--- src/rtl/genome_link_pkg.sv ---
// genome_link_pkg: constants and types shared by the genome link sender and receiver
package genome_link_pkg;
  localparam int BAUD_CLKS = 5208;
  localparam int GENOME_BYTES = 30;
  localparam int GENOME_BITS = 8 * GENOME_BYTES;
  typedef enum logic [1:0] {IDLE, START, DATA, STOP} rx_state_t;
endpackage

--- src/rtl/uart_rx_byte.sv ---
// uart_rx_byte: synchronised 8N1 byte receiver, MSB-first, with single-cycle result strobes
module uart_rx_byte
  import genome_link_pkg::*;
#(
  parameter int CLKS_PER_BIT = BAUD_CLKS
) (
  input  logic       clk,
  input  logic       rst_n,
  input  logic       urx,
  output logic       byte_valid,
  output logic       stop_err,
  output logic       start_ok,
  output logic       idle,
  output logic [7:0] byte_data
);
  localparam int CW = $clog2(CLKS_PER_BIT);
  logic s1_q, s2_q, prev_q, wait_q, wait_d;
  rx_state_t st_q, st_d;
  logic [CW-1:0] cnt_q, cnt_d;
  logic [2:0] bit_q, bit_d;
  logic [7:0] sh_q, sh_d;
  logic half, full;
  assign half = cnt_q == CW'(CLKS_PER_BIT/2 - 1);
  assign full = cnt_q == CW'(CLKS_PER_BIT - 1);
  assign idle = st_q == IDLE;
  assign byte_data = sh_q;
  always_comb begin
    st_d = st_q;
    cnt_d = cnt_q + 1'b1;
    bit_d = bit_q;
    sh_d = sh_q;
    wait_d = wait_q;
    byte_valid = 1'b0;
    stop_err = 1'b0;
    start_ok = 1'b0;
    case (st_q)
      IDLE: begin
        cnt_d = '0;
        if (prev_q && !s2_q) st_d = START;
      end
      START: if (half) begin
        cnt_d = '0;
        bit_d = '0;
        start_ok = !s2_q;
        st_d = s2_q ? IDLE : DATA;
      end
      DATA: if (full) begin
        cnt_d = '0;
        sh_d = {sh_q[6:0], s2_q};
        bit_d = bit_q + 1'b1;
        if (&bit_q) st_d = STOP;
      end
      STOP: if (wait_q) begin
        // after a bad stop bit, hold here until the line is released
        cnt_d = '0;
        if (s2_q) begin
          wait_d = 1'b0;
          st_d = IDLE;
        end
      end else if (full) begin
        cnt_d = '0;
        byte_valid = s2_q;
        stop_err = !s2_q;
        wait_d = !s2_q;
        st_d = s2_q ? IDLE : STOP;
      end
      default: st_d = IDLE;
    endcase
  end
  always_ff @(posedge clk or negedge rst_n) begin
    if (!rst_n) begin
      s1_q <= 1'b1;
      s2_q <= 1'b1;
      prev_q <= 1'b1;
      wait_q <= 1'b0;
      st_q <= IDLE;
      cnt_q <= '0;
      bit_q <= '0;
      sh_q <= '0;
    end else begin
      s1_q <= urx;
      s2_q <= s1_q;
      prev_q <= s2_q;
      wait_q <= wait_d;
      st_q <= st_d;
      cnt_q <= cnt_d;
      bit_q <= bit_d;
      sh_q <= sh_d;
    end
  end
endmodule

--- src/rtl/genome_receiver.sv ---
// genome_receiver: assembles NUM_BYTES serial bytes into one genome word with abort on error or timeout
module genome_receiver
  import genome_link_pkg::*;
#(
  parameter int CLKS_PER_BIT = BAUD_CLKS,
  parameter int NUM_BYTES = GENOME_BYTES,
  parameter int TIMEOUT_BITS = 20
) (
  input  logic                   clk,
  input  logic                   rst_n,
  input  logic                   urx,
  output logic [8*NUM_BYTES-1:0] out,
  output logic                   done,
  output logic                   frame_err,
  output logic                   busy
);
  localparam int DW = $clog2(CLKS_PER_BIT);
  localparam int TW = $clog2(TIMEOUT_BITS + 1);
  logic byte_valid, stop_err, start_ok, idle;
  logic [7:0] byte_data;
  logic [4:0] idx_q, idx_d;
  logic [8*NUM_BYTES-1:0] buf_q, buf_d, out_q, out_d;
  logic [DW-1:0] tdiv_q, tdiv_d;
  logic [TW-1:0] tcnt_q, tcnt_d;
  logic done_q, ferr_q, busy_q, busy_d;
  logic last, waiting, period, tmo, abort;
  uart_rx_byte #(.CLKS_PER_BIT(CLKS_PER_BIT)) u_rx (
    .clk(clk), .rst_n(rst_n), .urx(urx),
    .byte_valid(byte_valid), .stop_err(stop_err), .start_ok(start_ok),
    .idle(idle), .byte_data(byte_data)
  );
  assign last = byte_valid && idx_q == 5'(NUM_BYTES - 1);
  assign waiting = idle && |idx_q;
  assign period = tdiv_q == DW'(CLKS_PER_BIT - 1);
  assign tmo = waiting && period && tcnt_q == TW'(TIMEOUT_BITS - 1);
  assign abort = last || stop_err || tmo;
  always_comb begin
    buf_d = buf_q;
    if (byte_valid) buf_d[8*idx_q +: 8] = byte_data;
    if (stop_err) buf_d = '0;
  end
  // idle bit periods are only counted between bytes of a genome in progress
  assign tdiv_d = waiting ? (period ? '0 : tdiv_q + 1'b1) : '0;
  assign tcnt_d = waiting ? (period ? tcnt_q + 1'b1 : tcnt_q) : '0;
  assign idx_d = abort ? '0 : byte_valid ? idx_q + 1'b1 : idx_q;
  assign busy_d = abort ? 1'b0 : start_ok ? 1'b1 : busy_q;
  assign out_d = last ? buf_d : out_q;
  assign out = out_q;
  assign done = done_q;
  assign frame_err = ferr_q;
  assign busy = busy_q;
  always_ff @(posedge clk or negedge rst_n) begin
    if (!rst_n) begin
      idx_q <= '0;
      buf_q <= '0;
      out_q <= '0;
      tdiv_q <= '0;
      tcnt_q <= '0;
      done_q <= 1'b0;
      ferr_q <= 1'b0;
      busy_q <= 1'b0;
    end else begin
      idx_q <= idx_d;
      buf_q <= buf_d;
      out_q <= out_d;
      tdiv_q <= tdiv_d;
      tcnt_q <= tcnt_d;
      done_q <= last;
      ferr_q <= stop_err || tmo;
      busy_q <= busy_d;
    end
  end
endmodule

--- config.mk ---
export PLATFORM = sky130hd
export DESIGN_NAME = genome_receiver
export DESIGN_NICKNAME = d
export VERILOG_FILES = /design/src/rtl/genome_link_pkg.sv /design/src/rtl/uart_rx_byte.sv /design/src/rtl/genome_receiver.sv
export SDC_FILE = /design/constraint.sdc
export NUM_CORES = 1
export LEC_CHECK = 0
export CAP_MARGIN = 20
export CORE_MARGIN = 10
export CORE_UTILIZATION = 30
export CTS_CLUSTER_DIAMETER = 60
export DETAILED_ROUTE_END_ITERATION = 10
export PLACE_DENSITY_LB_ADDON = 0.12
export SLEW_MARGIN = 20
export SYNTH_ARGS = -nofsm -noshare
export SYNTH_HDL_FRONTEND = slang
export SYNTH_SLANG_ARGS = --single-unit
--- constraint.sdc ---
create_clock -name clk -period 10.2 [get_ports clk]
set_clock_uncertainty 0.2 [all_clocks]
set_input_delay 1.02 -clock clk [delete_from_list [all_inputs] [get_ports clk]]
set_output_delay 1.02 -clock clk [all_outputs]
set_load 0.05 [all_outputs]
# Word-level counts from Yosys, hierarchy flattened
# Index checks and enable logic that the tools add are counted.
[op_classes]
bitwise_logic = 0
n_addsub = 6
shift = 2
n_reduce_logical = 18
n_lt_le_gt_ge = 0
n_div = 0
n_eq_ne = 15
multipliers = 0
n_mux = 38
[ops]
columns = ["operator", "count"]
rows = [
  ["two-way mux 240 bit", 2],
  ["bitwise mux 240 bit", 1],
  ["variable shift 8 x 34 -> 240 bit (first input constant)", 1],
  ["indexed part select 8 x 34 -> 240 bit", 1],
  ["two-way mux 13 bit", 5],
  ["one-hot mux 13 bit (4 select lines)", 1],
  ["negation 8 -> 34 bit", 1],
  ["adder 13 x 1 -> 13 bit (second input constant)", 2],
  ["equality test 13 bit (second input constant)", 2],
  ["two-way mux 5 bit", 4],
  ["two-way mux 2 bit", 9],
  ["equality test 13 x 12 -> 1 bit (second input constant)", 1],
  ["two-way mux 1 bit", 12],
  ["adder 5 x 1 -> 5 bit (second input constant)", 2],
  ["equality test 5 bit (second input constant)", 2],
  ["inequality test 2 x 1 -> 1 bit (second input constant)", 5],
  ["one-hot mux 2 bit (4 select lines)", 1],
  ["two-way mux 3 bit", 2],
  ["one-hot mux 3 bit (2 select lines)", 1],
  ["AND reduction 3 bit", 2],
  ["AND reduction 6 bit", 1],
  ["nonzero test 2 bit", 3],
  ["logical AND 1 bit", 5],
  ["OR reduction 5 bit", 1],
  ["other kinds (9)", 12],
]
[totals]
reg_bits = 536
mem_bits_ro = 0
word_cells = 95
latchBits = 0
mem_bits_rw = 0
output_inout_bits = 243
mem_count = 0
in_bits = 3

# Longest topological paths before layout
# Gate-level depths: netlist of run 1.
[depth]
ltp_word = 8
mapped_depth = 14
ltp_nobuf = 10

# By module
# A second synthesis of run 1 with hierarchy kept.
[unflattened]
hier_cells = 2063
area_unflattened_um2 = 22232.6
[by_module_without_submodules]
columns = ["mod", "cells_each", "instances", "area_per_inst_um2", "seq_area_each_um2"]
rows = [
  ["genome_receiver", 1928, 1, 20747.4, 12662.1],
  ["uart_rx_byte", 135, 1, 1485.2, 754.5],
]

# Worst setup path before layout of run 1
# OpenSTA, ideal clock, no wires.
[synth_timing]
path_kind = "register to register"
start = "register idx_q[0]"
end = "register buf_q[185]"
setup_time_ns = 0.131
slack_ns = 6.529
period_less_slack_ns = 3.671
arrival_time_ns = 3.340
path_buffers = 4
t_required_ns = 9.869
path_stages_with_launch = 15
cell_sequence = "dfrtp_1 > clkbuf_1 > clkbuf_1 > inv_1 > ha_1 > nand2b_1 > nor2_1 > ha_1 > nand4bb_1 > or4_4 > buf_6 > or4_1 > buf_2 > nand3_1 > o21ai_0"
[synth_between]
elab_chain_len = 5
word_cells_on_any_way = 6
classes_between = "add/sub: 1; shift: 2; mux: 3"
[synth_rtl]
columns = ["element", "line", "text"]
rows = [
  ["start, declared", "genome_receiver.sv:21", "logic [4:0] idx_q, idx_d;"],
  ["start signal, assigned", "genome_receiver.sv:63", "idx_q <= idx_d;"],
  ["negation 8 -> 34 bit *", "genome_receiver.sv:39", "if (byte_valid) buf_d[8*idx_q +: 8] = byte_data;"],
  ["indexed part select 8 x 34 -> 240 bit or variable shift 8 x 34 -> 240 bit (tied branches)", "genome_receiver.sv:39", ""],
  ["bitwise mux 240 bit *", "genome_receiver.sv:39", ""],
  ["two-way mux 240 bit *", "genome_receiver.sv:39", ""],
  ["two-way mux 240 bit *", "genome_receiver.sv:40", "if (stop_err) buf_d = '0;"],
  ["net buf_d[185]", "genome_receiver.sv:22", "logic [8*NUM_BYTES-1:0] buf_q, buf_d, out_q, out_d;"],
  ["end signal, assigned", "genome_receiver.sv:64", "buf_q <= buf_d;"],
  ["end, declared", "genome_receiver.sv:22", ""],
]
# Mark *: on every way through the listed nets, which the timed path passes. The rest lies on a longest branch.
# A chain may end at the register's enable or synchronous reset.

# Worst setup path in the final report of run 1
[layout_timing]
start = "register u_rx.cnt_q[0]"
end = "register buf_q[183]"
[layout_between]
elab_chain_len = 6
word_cells_on_any_way = 9
classes_between = "eq/ne: 1; mux: 8"
[layout_rtl]
columns = ["element", "line", "text"]
rows = [
  ["start, declared", "uart_rx_byte.sv:19", "logic [CW-1:0] cnt_q, cnt_d;"],
  ["start signal, assigned", "uart_rx_byte.sv:86", "cnt_q <= cnt_d;"],
  ["equality test 13 bit *", "uart_rx_byte.sv:24", "assign full = cnt_q == CW'(CLKS_PER_BIT - 1);"],
  ["two-way mux 1 bit", "uart_rx_byte.sv:60", "end else if (full) begin"],
  ["two-way mux 1 bit", "uart_rx_byte.sv:53", "STOP: if (wait_q) begin"],
  ["two-way mux 1 bit", "uart_rx_byte.sv:36", "case (st_q)"],
  ["two-way mux 240 bit", "genome_receiver.sv:39", ""],
  ["two-way mux 240 bit *", "genome_receiver.sv:40", ""],
  ["net buf_d[183]", "genome_receiver.sv:22", ""],
]
# Marks and branches as above.

==> reports/metrics.yaml, run 1 <==
status: "finished clean"
portBuffers: 245
path_class: "reg2reg"
ios: 246
cts_buffer_depth: 3
synthAdderAreaFrac: 0.00805
die_area_um2: 83700
synth_top_area_cell: "dfrtp_1"
max_cap_violations: 0
vias_per_cell: 4.76
p_per_area_nw_per_um2: 162
clkTransAtPathRegs_ps: 60
antenna_found_initial: 0
cts_setup_buffers: 0
rows: 98
drc_errors: 0
setup_slack_ps: 5500
synthesis.area_um2: 21800
grt_first_pass_wirelength_um: 102000
tns_ps: 0
core-area_um2: 71700
overflow: 0
cts_tree: "yes"
post_cts_resize_count: 0
yosysSeqAreaShare: 0.617
hold_class: "reg2reg"
synth_mux_area_frac: 0.0787
ys_ff_latch: 536
post-dp-hpwl_um: 45600
cts_buffers: 61
yosysMostFrequentCell: "dfrtp_1"
grt_pass1_vias: 15700
ys.flop_type: "dfrtp_1"
synthArstFlopShare: 1.00
drtIter0Drc: 1242
vias: 15600
report.power.total_w: 0.00439
chipWidth_um: 289
arrival_ps: 5020
synth_commonest_cells: "dfrtp_1, nor2_1, nand2_1"
timing.final.hold_violations: 0
setup_viol: 0
end_kind: "flip-flop"
htreeDepth: 2
crit_path_max_fanout: 87
final_antenna_net_count: 0
postSynthAreaPerCell_um2: 10.5
die_y_um: 289
synth_edf_count: 0
clk_latency_ps: 620
grt_usage: 0.159
start_util: 0.303
ys_types: 58
rsz0062_at_grt: "no"
cp.required_ps: 10510
min_period_over_period: 0.461
drv_slew: 0
vdd_drop_max_v: 0.000121
antennaDiodeCount: 0
max_clock_freq_ghz: 0.213
fin_hold_ws_ps: 166
synth_warnings: 0
synth_top_area_share: 0.613
routed_wl_um: 67600
grt_max_degree: 215
cts-root-buf: "clkbuf_16"
n_fill_cell: 7063
synth-simple-area-share: 0.187
layout.nets: 2300
fin_util: 0.377
startpoint_type: "flip-flop"
max_slew_margin: 0.208
pre_cts_ws_ps: 5400
cts_hold_buffers: 0
min_period_ps: 4700
drt_pass1_iterations: 5
wl_per_cell_um: 20.6
drive_gt1_frac: 0.0689
synth_xor_xnor_area_share: 0.0125
cts.sinks: 536
netlist_instances: 2079
syn_to_final_growth_pct: 24.2
place_congestion: 0.810
syn_nets: 2096
synth_top_family_by_area: "simple AND/OR/NAND/NOR gates"
tightest_slew_ps: 1180
p_leak_nw: 12.7
synth_area_leaders: "dfrtp_1, mux2i_1, nor2_1, nand2_1, a21oi_1"
synth_compound_area_frac: 0.0712
==> cell families (layout without fill, tap and decap cells) <==
family	count (synthesis)	count (layout)
AOI/OAI and AO/OA	278	278
xor gates and xnor gates	31	31
adders and majority gates	14	14
buffers and inverters	141	385
DFF	536	536
muxes	170	170
and+or+nand+nor	909	909
==> cells in the final DEF (no fill, tap or decap), types with 8 or more instances in the layout <==
cell type,instances
a22oi_1,18
clkbuf_1,15
xnor2_1,11
nand3_1,40
xor2_1,19
inv_1,16
nand2_1,323
nor3_1,15
mux2i_1,161
o21ai_0,35
clkbuf_8,8
and3_1,17
nor2_1,404
clkinv_2,10
dfrtp_1,532
a21oi_1,190
a22o_1,16
and2_1,19
buf_4,19
clkdlybuf4s50_1,244
nor3_4,11
mux2_2,9
clkbuf_16,62
ha_1,14
nand4_1,16
==> routing by layer <==
layer  up-vias  global-route usage  part of all wire
met5         -                   0                 0
met3        92              0.0340             0.060
li1       7371                   -                 -
met1      7726               0.222              0.46
met4         0              0.0420             0.022
met2       383               0.246              0.45
==> through the flow <==
stage	cells	cell area [um^2]
3_3_place_gp	3170	25100
4_1_cts	3273	27000
2_1_floorplan	2079	21800
6_report	3273	27000
5_1_grt	3273	27000
3_5_place_dp	3170	25100
==> flip-flops by register name, indices dropped and copies added, names as in the netlist <==
name	cells
u_rx.prev_q	1
u_rx.wait_q	1
u_rx.bit_q	3
out	240
done	1
frame_err	1
idx_q	5
u_rx.st_q	2
u_rx.s2_q	1
busy	1
u_rx.byte_data	8
tcnt_q	5
buf_q	240
u_rx.cnt_q	13
tdiv_q	13
u_rx.s1_q	1
==> power breakdown <==
group	switching, W	internal (W)	leakage [nW]	total, W
registers	0.00000988	0.00214	7.48	0.00215
logic	0.0000885	0.0000337	4.29	0.000122
clock network	0.000880	0.00124	0.933	0.00212
==> path summary, 6_finish.rpt <==
path,startpoint,end,slack [ps],depth (start not counted)
min in group asynchronous,rst_n,out[94],270,1
max in group asynchronous,rst_n,buf_q[82],7200,3
max reg2reg,u_rx.cnt_q[0],buf_q[183],5500,7
min reg2reg,u_rx.s1_q,u_rx.s2_q,170,0
min,u_rx.s1_q,u_rx.s2_q,170,0
max,u_rx.cnt_q[0],buf_q[183],5500,7
==> layout make-up <==
cell class / instances / area (um^2) / share of cell area
repair buffers: 266 / 2640 / 0.0977
flip-flops and latches: 536 / 13400 / 0.496
multi-input cells: 1402 / 7820 / 0.289
clock buffers: 85 / 1720 / 0.0636
clock inverters: 18 / 188 / 0.00694
inverters: 16 / 60.1 / 0.00222
well taps: 950 / 1190 / 0.0440
==> critical path: stages (launching register included) <==
cell      delay (ps)
dfrtp_1          420
ha_1             350
nor4bb_1         510
and4_4           810
buf_4            740
buf_4            870
a21oi_1          320
a22o_1           330
(Power assumes the default switching activity.)
==> inputs of run 2 (changes only) <==
==> constraint.sdc (replaced) <==
create_clock -name clk -period 4.9 [get_ports clk]
set_clock_uncertainty 0.2 [all_clocks]
set_input_delay 0.49 -clock clk [delete_from_list [all_inputs] [get_ports clk]]
set_output_delay 0.49 -clock clk [all_outputs]
set_load 0.05 [all_outputs]
==> reports/metrics.yaml, run 2 (synthesis results as in run 1) <==
cts_buffers: 60
setup_viol: 0
syn_to_final_growth_pct: 25.2
clkTransAtPathRegs_ps: 60
cts_buffer_depth: 3
die_y_um: 289
core-area_um2: 71700
cp.required_ps: 5170
final_antenna_net_count: 0
pre_cts_ws_ps: 854
place_area_um2: 25300
fin_util: 0.380
cts.sinks: 536
overflow: 0
tightest_slew_ps: 1070
max_clock_freq_ghz: 0.247
ios: 246
drv_slew: 0
setup_slack_ps: 848
min_period_ps: 4050
drtIter0Drc: 1062
cts_setup_buffers: 0
post-dp-hpwl_um: 46700
routed_wl_um: 68800
timing.final.hold_violations: 0
r2r_start: "idx_q[0]"
clk_latency_ps: 610
end_kind: "flip-flop"
status: "finished clean"
rsz0062_at_grt: "no"
arrival_ps: 4330
vdd_drop_max_v: 0.000297
vias_per_cell: 4.80
start_util: 0.303
wl_per_cell_um: 20.9
final_area_um2: 27200
grt_first_pass_wirelength_um: 104000
setup.worst_path.start: "idx_q[0]"
min_from: "urx"
antenna_found_initial: 0
htreeDepth: 2
final_cell_mix: "dfrtp_1, nor2_1, nand2_1"
grt_max_degree: 135
place_congestion: 0.830
layout.nets: 2315
hold_class: "in2reg"
p_per_area_nw_per_um2: 339
p_leak_nw: 12.8
portBuffers: 245
drive_gt1_frac: 0.0772
startpoint_type: "flip-flop"
cts-root-buf: "clkbuf_16"
grt_usage: 0.162
die_area_um2: 83700
layout_commonest_cell: "dfrtp_1"
min_period_over_period: 0.827
grt_pass1_vias: 15900
cts_tree: "yes"
post_cts_resize_count: 0
drt_pass1_iterations: 5
max_cap_violations: 0
drc_errors: 0
path_class: "reg2reg"
crit_path_max_fanout: 22
chipWidth_um: 289
vias: 15800
rows: 98
max_slew_margin: 0.286
tns_ps: 0
## run 2: repair_timing
item / CTS / global route
setup endpoints to repair: 0 / 0
hold endpoints to repair: 64 / 0
hold buffers: 1 / 0
## run 2: final cells by class
cell class	instances	area [um^2]
sequential	536	13400
tap	950	1190
multi-input combinational	1402	7800
clock inverter	19	176
inverter	16	60.1
fill	7151	44500
timing repair buffer	282	2800
clock buffer	91	1800
antenna	2	5.00
## run 2: layer usage
metal  GRT usage  vias to the layer above  share of wire
met1       0.225                     7947           0.46
met2       0.256                      395           0.46
met3      0.0316                       90          0.054
li1            -                     7394              -
met4      0.0381                        0          0.019
met5           0                        -              0
## run 2: path summary, 6_finish.rpt
check | endpoint | slack, ps | depth (start not counted)
worst min register to register | u_rx.s2_q | 160 | 0
worst min-delay path | u_rx.s1_q | 140 | 1
min in group asynchronous | out[220] | 240 | 2
worst max register to register | out[228] | 850 | 10
max in group asynchronous | buf_q[17] | 2990 | 3
worst max-delay path | out[228] | 850 | 10
## run 2: power by group
group	switching, W	internal, W
combinational	0.000189	0.0000743
sequential	0.0000209	0.00445
clock	0.00183	0.00267
total	0.00204	0.00719
## run 2: critical path, cell delays in order, from the launching register on
cell	delay [ps]
dfrtp_1	710
inv_1	130
ha_1	320
nand2b_1	140
nor2_1	50
ha_1	380
nand4bb_1	280
or4_4	610
nor3_4	650
mux2i_1	320
a21oi_1	100
## run 2: metrics by stage
step	hold WS [ps]	cells	total power [W]
6_report	140	3298	0.00924
3_5_place_dp	151	3185	0.00482
2_1_floorplan	-5.59	2079	0.00467
5_1_grt	113	3296	0.00956
3_3_place_gp	149	3185	0.00481
4_1_cts	101	3296	0.00938
